$ cat config.mk
export PLATFORM = sky130hd
export DESIGN_NAME = fib_index_finder
export DESIGN_NICKNAME = d
export VERILOG_FILES = /design/src/rtl/fib_index_finder.sv
export SDC_FILE = /design/constraint.sdc
export NUM_CORES = 1
export LEC_CHECK = 0
export ABC_AREA = 1
export BUFFER_PORTS_ARGS = -buffer_cell sky130_fd_sc_hd__buf_2
export CAP_MARGIN = 20
export CORE_UTILIZATION = 50
export DETAILED_ROUTE_END_ITERATION = 16
export PLACE_DENSITY = 0.64
export SYNTH_ARGS = -nofsm -noshare
export SYNTH_HDL_FRONTEND = slang
export SYNTH_SLANG_ARGS = --single-unit
$ cat constraint.sdc
create_clock -name clk -period 4.2 [get_ports clk]
set_input_delay 0 -clock clk [delete_from_list [all_inputs] [get_ports clk]]
set_output_delay 0 -clock clk [all_outputs]
set_load 0.005 [all_outputs]
$ cat src/rtl/fib_index_finder.sv
// fib_index_finder
//   Decodes a value back to its Fibonacci index: walks F(0), F(1), ... one
//   term per cycle and returns the smallest k with F(k) >= value, plus a flag
//   that is set when F(k) equals the value exactly. One request in flight.
//
//   state  | meaning
//   -------+-----------------------------------------------------------
//   IDLE   | waiting for a request, in_ready = 1
//   SEARCH | stepping a/b/k until a >= val
//   DONE   | result held on out_index/out_exact, out_valid = 1
//
// Ports:
//   clk        clock, all state changes on the rising edge
//   rst_n      asynchronous active-low reset
//   in_valid   request value presented
//   in_ready   block can accept a request (IDLE)
//   in_value   W-bit value to decode
//   out_valid  result held (DONE)
//   out_ready  consumer takes the result
//   out_index  smallest k with F(k) >= value (registered)
//   out_exact  F(out_index) == value (registered)
module fib_index_finder #(
    parameter int W     = 8,
    parameter int IDX_W = 4
) (
    input  logic             clk,
    input  logic             rst_n,
    input  logic             in_valid,
    output logic             in_ready,
    input  logic [W-1:0]     in_value,
    output logic             out_valid,
    input  logic             out_ready,
    output logic [IDX_W-1:0] out_index,
    output logic             out_exact
);

    typedef enum logic [1:0] {
        IDLE   = 2'd0,
        SEARCH = 2'd1,
        DONE   = 2'd2
    } state_t;

    state_t         state;
    logic [W-1:0]   val;
    // Two extra bits so the term just past the largest W-bit value (and the
    // sum that precedes it) are held without wrapping.
    logic [W+1:0]   a;
    logic [W+1:0]   b;
    logic [IDX_W-1:0] k;
    logic [W+1:0]   val_ext;

    assign val_ext   = {2'b00, val};
    assign in_ready  = (state == IDLE);
    assign out_valid = (state == DONE);

    always_ff @(posedge clk or negedge rst_n) begin
        if (!rst_n) begin
            state     <= IDLE;
            val       <= '0;
            a         <= '0;
            b         <= '0;
            k         <= '0;
            out_index <= '0;
            out_exact <= 1'b0;
        end else begin
            case (state)
                IDLE: begin
                    if (in_valid) begin
                        val   <= in_value;
                        a     <= '0;
                        b     <= {{(W+1){1'b0}}, 1'b1};
                        k     <= '0;
                        state <= SEARCH;
                    end
                end
                SEARCH: begin
                    if (a >= val_ext) begin
                        out_index <= k;
                        out_exact <= (a == val_ext);
                        state     <= DONE;
                    end else begin
                        a <= b;
                        b <= a + b;
                        k <= k + IDX_W'(1);
                    end
                end
                DONE: begin
                    if (out_ready) begin
                        state <= IDLE;
                    end
                end
                default: state <= IDLE;
            endcase
        end
    end

endmodule

# == Yosys cells after proc, flatten, opt, wreduce, memory -nomap -nowiden ==
# Cells that the tools add are included.
# word_totals
input_bits,12
out_inout_bits,7
elab_cells,36
register_bits,39
# classes
n_reduce_logical,6
mux,13
n_lt_le_gt_ge,1
eq_ne,7
addsub,2
# op_table
cell,n
$mux W10,4
$pmux W10 S2,2
$add A10 B10 Y10,1
$eq A10 B8 Y1,1
$ge A10 B8 Y1,1
$mux W4,2
$pmux W4 S2,1
$mux W2,3
$ne A2 B2 Y1 const B,3
$pmux W2 S3,1
$reduce_and A3 Y1,2
$add A4 B1 Y4 const B,1
$reduce_and A2 Y1,2
$eq A2 B1 Y1 const B,1
$eq A2 B2 Y1 const B,1
$logic_not A2 Y1,1
$ne A2 B1 Y1 const B,1
$reduce_bool A2 Y1,1

# == Longest topological paths before layout ==
# Gate-level depths: netlist (run 1).
# logic_depth
word_depth,3
ltp_mapped,12
ltp_nobuf,11

# == Worst setup path after synthesis (run 1) ==
# Ideal clock, no wire load.
# synth_timing
kind,register to register
startpoint,reg a[0]
endpoint,reg b[8]
setup_ns,0.117
n_path_buf,0
path_stages_with_launch,10
synth_period_minus_slack_ns,1.584
setup_slack_ns,2.616
t_required_ns,4.083
arrival_ns,1.466
cell_sequence,dfrtp_1 ha_1 inv_1 fa_1 nor2_1 o21ai_0 nand2_1 nand2_1 nand3_1 nand2_1
# synth_via
elab_chain_len,3
word_cells_on_any_way,6
classes_between,add/sub (1); order compare (1); eq/ne (1); mux (2); reduce/logical (1)
# synth_rtl
element,line,source
start: declaration,47,logic [W+1:0] a;
start signal: assignment,60,a <= '0;
start signal: assignment,70,a <= '0;
start signal: assignment,82,a <= b;
$add A10 B10 Y10 / $ge A10 B8 Y1 (equally long branches),"83, 77",
$mux W10 / $ne A2 B2 Y1 (equally long branches),--,
$pmux W10 S2 / $reduce_and A3 Y1 (equally long branches),--,
end signal: assignment,71,"b <= {{(W+1){1'b0}}, 1'b1};"
end signal: assignment,83,b <= a + b;
end: declaration,48,logic [W+1:0] b;
# Parallel ways exist; a longest one is shown, timed or not. The select of a mux whose other input is x is not followed.
# A chain may end at the register's enable or synchronous reset.

# == Worst setup path after layout (run 1) ==
# layout_timing
startpoint,reg a[7]
endpoint,reg b[2]
# layout_via
elab_chain_len,3
# layout_rtl
element,line,source
$ge A10 B8 Y1,77,if (a >= val_ext) begin
$ne A2 B2 Y1 (no line),--,
$reduce_and A3 Y1 (no line),--,
# Every way passes these cells.

==> results of run 1 <==
[Yosys cell counts (all sizes together)]
cell type | n | area, sq um
nor3 | 2 | 10.0
buf | 4 | 38.8
nand4 | 3 | 33.8
fa | 1 | 20.0
xnor2 | 2 | 17.5
a21oi | 14 | 70.1
or2 | 1 | 6.26
o31ai | 1 | 7.51
dfrtp | 39 | 976
mux2 | 1 | 11.3
and2 | 1 | 6.26
o21a | 2 | 15.0
nand2 | 101 | 387
clkbuf | 3 | 11.3
xor2 | 2 | 17.5
nand3 | 41 | 223
nor2 | 29 | 143
o21ai | 3 | 15.0
inv | 32 | 120
ha | 18 | 225
nand3b | 2 | 15.0
[power by group]
group | switching, mW | total [mW] | internal (mW)
Sequential | 0.101 | 0.613 | 0.512
Combinational | 0.586 | 0.904 | 0.318
Clock | 0.127 | 0.301 | 0.174
Total | 0.814 | 1.82 | 1.00
[area by class of cell]
class,count,share of cell area
timing repair buffer,29,0.0737
tap,52,0.0242
sequential,39,0.364
multi-input combinational,224,0.455
clock inverter,1,0.0112
clock buffer,6,0.0270
inverter,32,0.0448
[logic make-up (layout without fill, tap and decap cells)]
| kind of cell | after synthesis | after routing | share of synthesized area |
|---|---|---|---|
| mux | 1 | 1 | 0.00475 |
| xor+xnor | 4 | 4 | 0.0148 |
| fa+ha+maj | 19 | 19 | 0.104 |
| simple gates | 180 | 180 | 0.348 |
| compound gates | 20 | 20 | 0.0454 |
| buf+inv | 39 | 68 | 0.0718 |
| flops | 39 | 39 | 0.412 |
[flip-flops by register name (all words and copies together), names as in the netlist]
signal / flops
k: 4
val: 8
b: 10
out_exact: 1
a: 10
out_index: 4
state: 2
[repair_timing]
action	4_1_cts	5_1_grt
setup endpoints to repair	0	0
hold buffers	10	0
hold endpoints to repair	48	0
[layer usage]
metal,share of wire,vias up
met5,0,-
met4,0.017,0
met3,0.032,7
met2,0.47,34
met1,0.49,899
li1,-,1028
[worst paths after layout]
check | from | slack [ns] | endpoint | depth (start not counted)
setup reg to reg | a[7]$_DFFE_PN0P_ | 2.21 | b[2]$_DFFE_PN0P_ | 8
hold reg to reg | out_index[3]$_DFFE_PN0P_ | 0.47 | out_index[3]$_DFFE_PN0P_ | 2
max in group asynchronous | rst_n | 3.29 | b[9]$_DFFE_PN0P_ | 2
min in group asynchronous | rst_n | 0.36 | val[1]$_DFFE_PN0P_ | 2
hold / removal | in_valid | 0.29 | a[0]$_DFFE_PN0P_ | 5
setup / recovery | a[7]$_DFFE_PN0P_ | 2.21 | b[2]$_DFFE_PN0P_ | 8
[through the flow]
step	instances	setup WS (ns)	total power [mW]	hold WS (ns)
finish	383	2.21	1.82	0.295
global route	383	2.03	2.00	0.319
CTS	383	2.22	1.84	0.289
detailed placement	366	2.24	1.53	0.171
global placement	366	2.26	1.50	0.154
floorplan	302	2.62	1.34	-0.296
[tightest hold or removal path, cell delays in order]
cell	delay, ns
buf_2	0.07
nand2_1	0.04
buf_4	0.25
nand3_1	0.13
nand2_1	0.05
==> run_results.csv, run 1 <==
group,metric,value,unit
clocking,clock_path_buffers,2,
yosys,synth_seq_area_share,0.412,
power,ir_drop,371,uV
layout,multi_input_area,1220,sq um
global_route,busiest_layer,"met2",
critical_path,crit_fanout,25,
sta,post-route-min-period,1.99,ns
sta,fin_tns_setup,0,ns
power,p_leak,1.52,nW
yosys,syn_avg_cell_area,7.84,sq um
critical_path,crit_top_cell,"nand2_1",
critical_path,crit_chain,"ha_1 > nand2_1 > nand3_1 > nor2_4 > nand4_4 > nand2_2 > nand2_1 > nand2_1",
routing,drtIter0Drc,119,
sta,grt_setup_unrepaired,"no",
routing,vias,1968,
sta,setup_viol,0,
placement,globalplace.congestion,0.851,
flow_run,drv_cap,0,
global_route,track_usage,0.215,
yosys,syn_area,2370,sq um
critical_path,crit_family,"simple AND/OR/NAND/NOR gates",
floorplanning,die-area,5020,sq um
routing,post_drt_wl_per_cell,12.4,microns
floorplanning,die_w,70.8,microns
routing,drt-total-wl,4770,microns
global_route,use_met3,0.0427,
global_route,grt_pass1_wl,8430,microns
clocking,post_cts_resized,0,
global_route,use_met2,0.358,
critical_path,end_kind,"flop",
layout,finish.utilization,0.604,
critical_path,critPathRequiredTime,4.42,ns
sta,relSlewSlack,0.429,
placement,dp_hpwl,3420,microns
clocking,root_buffer,"clkbuf_8",
layout,syn2layout_area_growth,13.3,%
power,p_per_area,677,nW/um^2
outcome,outcome,"finished clean",
critical_path,crit_path_start_kind,"flop",
critical_path,slowest_delay,0.41,ns
sta,fin_skew,0.00895,ns
sta,drv_slew,0,
yosys,synth_nets,333,
layout,layout_common_cells,"98 x nand2_1, 39 x nand3_1, 39 x dfrtp_1",
routing,drcViolationCount,0,
sta,fin_crit_sh,0.473,
min_path,hp-class,"in -> reg",
layout,drive_above_1_share,0.115,
global_route,antenna_found_initial,0,
floorplanning,start_util,0.533,
sta,timing_hold_violations_final,0,
layout,fill_cells,440,
clocking,clk_pin_slew,0.08,ns
yosys,synthDistinctLibCells,31,
routing,drt_pass1_iterations,10,
global_route,grt_pass1_vias,1848,
layout,regArea,976,sq um
clocking,cts_buffers,5,
layout,design_area,2680,sq um
clocking,postCtsSetupRepairBufs,0,
yosys,yosysWarnings,0,
placement,port_buffers,18,
critical_path,slowest_stage,"dfrtp_1",
layout,antenna_cells,0,
clocking,cts_tree,"yes",
routing,detail_route.vias_per_cell,5.14,
yosys,netlist_instances,302,
floorplanning,core,4440,sq um
global_route,met1_usage,0.281,
global_route,grt_overflow_total,0,
critical_path,critPathBufInv,0,
floorplanning,fp.dieH,70.8,microns
layout,layout_commonest_cell,"nand2_1",
sta,fmax,504,MHz
routing,ant_nets,0,
sta,worst_pin_slew,0.856,ns
global_route,grt_max_degree,41,
placement,place_area,2480,sq um
layout,nets,362,
floorplanning,ios,19,
yosys,synth-seq-cells,39,
clocking,clock-sinks,39,
critical_path,cp.arrival,2.21,ns
floorplanning,rows,24,
clocking,cts_max_level,2,
critical_path,criticalPathCategory,"reg -> reg",
clocking,insertion_delay,0.29,ns
Note: power is estimated with default switching activity, not from simulation.
==> run 2, diff against run 1 <==
--- a/config.mk
+++ b/config.mk
@@ -5,12 +5,12 @@
 export SDC_FILE = /design/constraint.sdc
 export NUM_CORES = 1
 export LEC_CHECK = 0
-export ABC_AREA = 1
+export ABC_AREA = 0
 export BUFFER_PORTS_ARGS = -buffer_cell sky130_fd_sc_hd__buf_2
 export CAP_MARGIN = 20
 export CORE_UTILIZATION = 50
 export DETAILED_ROUTE_END_ITERATION = 16
-export PLACE_DENSITY = 0.64
+export PLACE_DENSITY = 0.65
 export SYNTH_ARGS = -nofsm -noshare
 export SYNTH_HDL_FRONTEND = slang
 export SYNTH_SLANG_ARGS = --single-unit
==> constraint.sdc (replaced) <==
create_clock -name clk -period 2.05 [get_ports clk]
set_input_delay 0 -clock clk [delete_from_list [all_inputs] [get_ports clk]]
set_output_delay 0 -clock clk [all_outputs]
set_load 0.005 [all_outputs]
==> run 2 against run 1 <==
Effect of this change:
- final cell count shrank 16%
- utilization grew 6.5 points
- worst setup slack lost 2.2 ns
- global-route usage grew 0.28 points
- critical path depth shrank 1
- first-iteration DRC count shrank 25%
- clock skew shrank 0.0066 ns
- die area shrank 8.0%
- non-clock buffer count grew 19
- sequential power grew 110%
- register-to-register slack lost 2.2 ns
- final area grew 1.8%
==> run_results.csv, run 2 <==
group,metric,value,unit
yosys,async_reset_ff_frac,1.00,
critical_path,criticalPathCategory,"reg -> reg",
yosys,syn_avg_cell_area,9.70,sq um
sta,finalWorstSetupSlack,0.0524,ns
routing,drt_pass1_iterations,4,
global_route,grt_pass1_wl,7170,microns
yosys,synth_nets,255,
flow_run,drv_cap,0,
clocking,root_buffer,"clkbuf_8",
sta,setup_viol,0,
placement,place_area,2410,sq um
routing,drcViolationCount,0,
yosys,yosysTopAreaCell,"dfrtp_1",
critical_path,r2r_cells,7,
yosys,synthTopCellsByCount,"43 x nand2_1, 39 x dfrtp_1, 27 x o21ai_0",
critical_path,cp-startpoint,"a[1]$_DFFE_PN0P_",
power,p_per_area,1410,nW/um^2
yosys,synth-compound-area-share,0.153,
placement,globalplace.congestion,0.755,
min_path,hp-class,"in -> reg",
clocking,cts_max_level,2,
power,ir_drop,554,uV
floorplanning,start_util,0.532,
yosys,yosys.area_share.simple,0.159,
yosys,synth_seq_area_share,0.449,
global_route,grt_overflow_total,0,
routing,ant_nets,0,
layout,antenna_cells,0,
sta,relSlewSlack,0.423,
critical_path,critPathRequiredTime,2.27,ns
layout,finish.utilization,0.669,
critical_path,slowest_delay,0.52,ns
routing,vias,1709,
sta,worst_pin_slew,0.865,ns
global_route,grt_max_degree,40,
critical_path,slowest_stage,"or4_1",
sta,fin_tns_setup,0,ns
layout,nets,303,
clocking,cts_tree,"yes",
clocking,clk_pin_slew,0.07,ns
yosys,yosysWarnings,0,
yosys,synth-seq-cells,39,
yosys,synth_edf_count,0,
routing,post_drt_wl_per_cell,14.2,microns
outcome,outcome,"finished clean",
critical_path,r2r_slack,0.05,ns
placement,dp_hpwl,3100,microns
clocking,clock_path_buffers,2,
sta,fmax,501,MHz
sta,post-route-min-period,2.00,ns
yosys,synthMuxAreaShare,0.0541,
critical_path,r2r_start,"a[1]$_DFFE_PN0P_",
global_route,grt_pass1_vias,1479,
power,p_leak,1.30,nW
floorplanning,rows,23,
clocking,cts_buffers,5,
layout,drive_above_1_share,0.264,
layout,syn2layout_area_growth,25.7,%
yosys,synthTopCellsByArea,"dfrtp_1 45%, ha_1 10%, nand2_1 7.4%",
routing,drt-total-wl,4570,microns
min_path,min-delay-start,"in_valid",
routing,drtIter0Drc,89,
sta,fin_skew,0.00237,ns
global_route,antenna_found_initial,0,
critical_path,end_kind,"flop",
yosys,synthDistinctLibCells,38,
yosys,synth_flop_cell,"dfrtp_1",
placement,port_buffers,18,
routing,detail_route.vias_per_cell,5.29,
critical_path,timing.rr.end,"b[9]$_DFFE_PN0P_",
yosys,syn_area,2170,sq um
critical_path,crit_path_start_kind,"flop",
yosys,synth_xor_area_frac,0.0282,
yosys,synth.most_common_cell,"nand2_1",
floorplanning,core,4090,sq um
layout,design_area,2730,sq um
sta,drv_slew,0,
floorplanning,fp.dieH,67.9,microns
sta,fin_crit_sh,0.974,
yosys,synth_adder_area_share,0.113,
critical_path,cp.arrival,2.21,ns
layout,layout_common_cells,"42 x nand2_1, 39 x dfrtp_1, 25 x o21ai_0",
power,power,3.86,mW
sta,timing_hold_violations_final,0,
clocking,insertion_delay,0.29,ns
layout,fill_cells,336,
layout,layout_commonest_cell,"nand2_1",
placement,dp_slack,-0.0947,ns
critical_path,crit_fanout,3,
clocking,clock-sinks,39,
global_route,track_usage,0.217,
floorplanning,die_w,67.9,microns
floorplanning,die-area,4610,sq um
critical_path,crit_chain,"ha_4 > a211oi_4 > nor3_2 > or4_1 > nand3_1 > a21oi_1 > a31oi_1",
critical_path,setup.worst_path.end,"b[9]$_DFFE_PN0P_",
yosys,netlist_instances,224,
yosys,yosysTopAreaCellShare,0.449,
floorplanning,ios,19,
yosys,synth_top_family_by_area,"simple AND/OR/NAND/NOR gates",
layout,reg.largest.list,"a: 10 flops, b: 10 flops, val: 8 flops",
sta,grt_setup_unrepaired,"yes",
[run 2: cell types whose count changed in the layout (fill, tap and decap cells not counted), sizes merged, moves of 19 or more]
cell	previous run	this run
nand2	101	43
nor2	29	8
buf	19	38
inv	32	13
nand3	41	4
o21ai	3	30
[run 2: where the power goes]
part           internal [mW]  leakage, nW  total, mW  switching, mW
Clock                  0.239       0.0422      0.504          0.265
Sequential              1.07        0.514       1.30          0.234
Combinational           1.01        0.745       2.06           1.04
[run 2: cell families (layout without fill, tap and decap cells)]
| logic type | count (synthesis) | in the layout |
|---|---|---|
| buffers and inverters | 20 | 69 |
| adders and majority gates | 19 | 19 |
| DFF | 39 | 39 |
| and+or+nand+nor | 73 | 73 |
| AOI/OAI and AO/OA | 55 | 55 |
| xor gates and xnor gates | 7 | 7 |
| muxes | 11 | 11 |
[run 2: final cells by class]
class | count | area [sq um] | area share
multi-input cells | 165 | 1210 | 0.445
flip-flops and latches | 39 | 976 | 0.357
repair buffers | 48 | 349 | 0.128
clock buffers | 7 | 76.3 | 0.0279
well taps | 50 | 62.6 | 0.0229
inverters | 13 | 48.8 | 0.0179
clock inverters | 1 | 5.00 | 0.00183
[run 2: layer usage]
metal	up-vias	wire length (microns)	track usage
li1	872	-	-
met1	802	2390	0.312
met2	31	1960	0.314
met3	4	162	0.0550
met4	0	59	0.0781
met5	-	0	0
[run 2: per-stage QoR]
| stage | hold WS [ns] | instances |
|---|---|---|
| after CTS | 0.109 | 320 |
| final | 0.143 | 323 |
| after global routing | 0.178 | 323 |
| after detailed placement | 0.161 | 302 |
| after floorplan | -0.296 | 224 |
| after global placement | 0.161 | 302 |
[run 2: how the worst min path moves through the flow]
stage | to | slack, ns | depth (start not counted)
after global placement | val[2]$_DFFE_PN0P_ | 0.16 | 1
after global routing | val[7]$_DFFE_PN0P_ | 0.18 | 3
after detailed placement | val[2]$_DFFE_PN0P_ | 0.16 | 1
after floorplan | a[0]$_DFFE_PN0P_ | -0.30 | 0
final | val[7]$_DFFE_PN0P_ | 0.14 | 3
after CTS | val[7]$_DFFE_PN0P_ | 0.11 | 3
[run 2: repair_timing]
action                                  in CTS  in global routing
pin swaps                                    6                  6
gates resized for setup                     11                 16
hold endpoints to repair                    48                  0
endpoints found under the setup margin      21                 26
hold buffers                                10                  0
gates cloned                                 0                  1
buffers inserted                             0                  2
[run 2: critical path: cells and delay by family (launching register included)]
family / cells / cell delay [ns]
AOI/OAI and AO/OA: 3 / 0.48
adders and majority gates: 1 / 0.28
DFF: 1 / 0.45
and+or+nand+nor: 3 / 0.71
==> run 3, diff against run 2 <==
--- a/config.mk
+++ b/config.mk
@@ -8,9 +8,10 @@
 export ABC_AREA = 0
 export BUFFER_PORTS_ARGS = -buffer_cell sky130_fd_sc_hd__buf_2
 export CAP_MARGIN = 20
-export CORE_UTILIZATION = 50
+export CORE_UTILIZATION = 59
 export DETAILED_ROUTE_END_ITERATION = 16
-export PLACE_DENSITY = 0.65
+export PLACE_DENSITY = 0.75
+export RECOVER_POWER = 50
 export SYNTH_ARGS = -nofsm -noshare
 export SYNTH_HDL_FRONTEND = slang
 export SYNTH_SLANG_ARGS = --single-unit
==> run 3 against run 2 <==
Effect of this change:
- the flow now finishes with violations (setup timing)
- worst setup slack worse by 0.17 ns
- maximum frequency is 7.8% lower
- sequential power up 3%
- worst hold slack improved by 0.16 ns
- clock power increased by 21%
- combinational power grew 30%
- count of clock-buffer cells in the layout is 1 higher
- critical path type unchanged
- largest cell class unchanged
- largest power group unchanged
==> run_results.csv, run 3 (synthesized netlist as in run 2, its figures left out) <==
group,metric,value,unit
sta,timing_hold_violations_final,0,
sta,setup_viol,23,
critical_path,crit_path_start_kind,"flop",
layout,antenna_cells,0,
global_route,antenna_found_initial,0,
placement,globalplace.congestion,0.765,
clocking,cts_max_level,2,
global_route,grt_max_degree,40,
min_path,hp-class,"in -> reg",
global_route,grt_pass1_wl,8620,microns
outcome,violations,"setup timing",
floorplanning,ios,19,
outcome,outcome,"finished with violations",
global_route,grt_overflow_total,0,
sta,relSlewSlack,0.353,
global_route,grt_pass1_vias,1875,
clocking,insertion_delay,0.31,ns
floorplanning,core,3440,sq um
sta,fin_skew,0.0142,ns
flow_run,drv_cap,0,
critical_path,crit_fanout,11,
layout,multi_input_area,1250,sq um
floorplanning,rows,21,
floorplanning,die_w,62.7,microns
power,ir_drop,755,uV
critical_path,slowest_stage,"dfrtp_1",
critical_path,critPathRequiredTime,2.24,ns
layout,regArea,976,sq um
routing,post_drt_wl_per_cell,20.8,microns
floorplanning,fp.dieH,62.7,microns
sta,fin_tns_setup,-1.43,ns
sta,fmax,462,MHz
sta,finalWorstSetupSlack,-0.117,ns
power,power,4.63,mW
placement,dp_hpwl,3090,microns
routing,drt_pass1_iterations,6,
layout,layout_commonest_cell,"nand2_1",
layout,syn2layout_area_growth,31.8,%
critical_path,cp.arrival,2.36,ns
layout,fill_cells,182,
critical_path,criticalPathCategory,"reg -> reg",
floorplanning,die-area,3930,sq um
sta,post-route-min-period,2.17,ns
critical_path,end_kind,"flop",
clocking,clock_path_buffers,2,
power,p_per_area,1620,nW/um^2
routing,detail_route.vias_per_cell,6.21,
routing,drcViolationCount,0,
layout,reg.largest.list,"a: 10 flops, b: 10 flops, val: 8 flops",
critical_path,crit_chain,"inv_1 > ha_4 > a21oi_1 > o21ai_1 > and2_4 > nor3b_4 > buf_4 > clkbuf_16 > nand2_1 > o21ai_0",
power,p_leak,1.36,nW
clocking,cts_buffers,5,
layout,layout_common_cells,"41 x nand2_1, 39 x dfrtp_1, 20 x o21ai_0",
global_route,track_usage,0.288,
routing,vias,2006,
floorplanning,start_util,0.631,
clocking,clock-sinks,39,
critical_path,crit_family,"simple AND/OR/NAND/NOR gates",
routing,drtIter0Drc,251,
clocking,root_buffer,"clkbuf_8",
critical_path,critPathBufInv,3,
layout,nets,307,
layout,drive_above_1_share,0.271,
sta,worst_pin_slew,0.971,ns
sta,grt_setup_unrepaired,"yes",
routing,ant_nets,0,
sta,drv_slew,0,
critical_path,slowest_delay,0.37,ns
clocking,cts_tree,"yes",
placement,port_buffers,18,
sta,fin_crit_sh,1.06,
routing,drt-total-wl,6720,microns
clocking,clk_pin_slew,0.08,ns
[run 3: cell count changes in the layout (fill, tap and decap cells not counted), sizes merged]
| cell | delta |
|---|---|
| buf | -1 |
| clkinv | -1 |
| clkbuf | +6 |
[run 3: through the flow]
step	worst slack, ns	hold WS (ns)	utilization	cell area [sq um]	cells
6_report	-0.117	0.298	0.832	2860	323
5_1_grt	-0.176	0.305	0.832	2860	323
2_1_floorplan	0.0495	-0.296	-	2170	224
3_5_place_dp	-0.131	0.155	0.691	2380	295
3_3_place_gp	-0.0766	0.147	0.691	2380	295
4_1_cts	-0.00151	0.231	0.768	2650	316
[run 3: power by group]
group / internal [mW] / leakage (nW) / total [mW] / switching (mW)
sequential: 1.07 / 0.514 / 1.34 / 0.267
clock: 0.308 / 0.0515 / 0.609 / 0.301
combinational: 1.31 / 0.797 / 2.68 / 1.37
total: 2.69 / 1.36 / 4.63 / 1.94
[run 3: cell type report]
class	count	area share
inverters	13	0.0170
flip-flops and latches	39	0.341
clock buffers	8	0.0349
multi-input cells	165	0.437
repair buffers	52	0.150
well taps	46	0.0201
[run 3: worst paths after layout]
check / from / to / slack (ns) / cells after the start
hold reg to reg: b[9]$_DFFE_PN0P_ / b[9]$_DFFE_PN0P_ / 0.49 / 1
hold / removal: in_valid / a[1]$_DFFE_PN0P_ / 0.30 / 3
min in group asynchronous: rst_n / out_exact$_DFFE_PN0P_ / 0.37 / 2
setup reg to reg: val[3]$_DFFE_PN0P_ / b[0]$_DFFE_PN0P_ / -0.12 / 10
max in group asynchronous: rst_n / k[0]$_DFFE_PN0P_ / 1.07 / 2
setup / recovery: val[3]$_DFFE_PN0P_ / b[0]$_DFFE_PN0P_ / -0.12 / 10
[run 3: worst register-to-register path, delay by kind of cell, from the launching register on]
| kind | cells | cell delay, ns |
|---|---|---|
| AOI/OAI and AO/OA | 3 | 0.43 |
| adders and majority gates | 1 | 0.22 |
| buffers and inverters | 3 | 0.47 |
| DFF | 1 | 0.37 |
| and+or+nand+nor | 3 | 0.57 |
[run 3: metal layers]
metal,part of all wire,routed length [microns],track usage,vias up
li1,-,-,-,874
met1,0.41,2770,0.379,999
met2,0.50,3380,0.461,109
met3,0.054,364,0.0493,24
met4,0.031,206,0.140,0
met5,0,0,0,-
[run 3: repair_timing]
item                                   CTS  global route
gates resized for setup                  8            32
endpoints found under the hold margin   48             0
setup endpoints to repair               25            29
setup buffers                            3             6
cloned                                   0             2
hold buffers                            10             0
pin swaps                                1            12
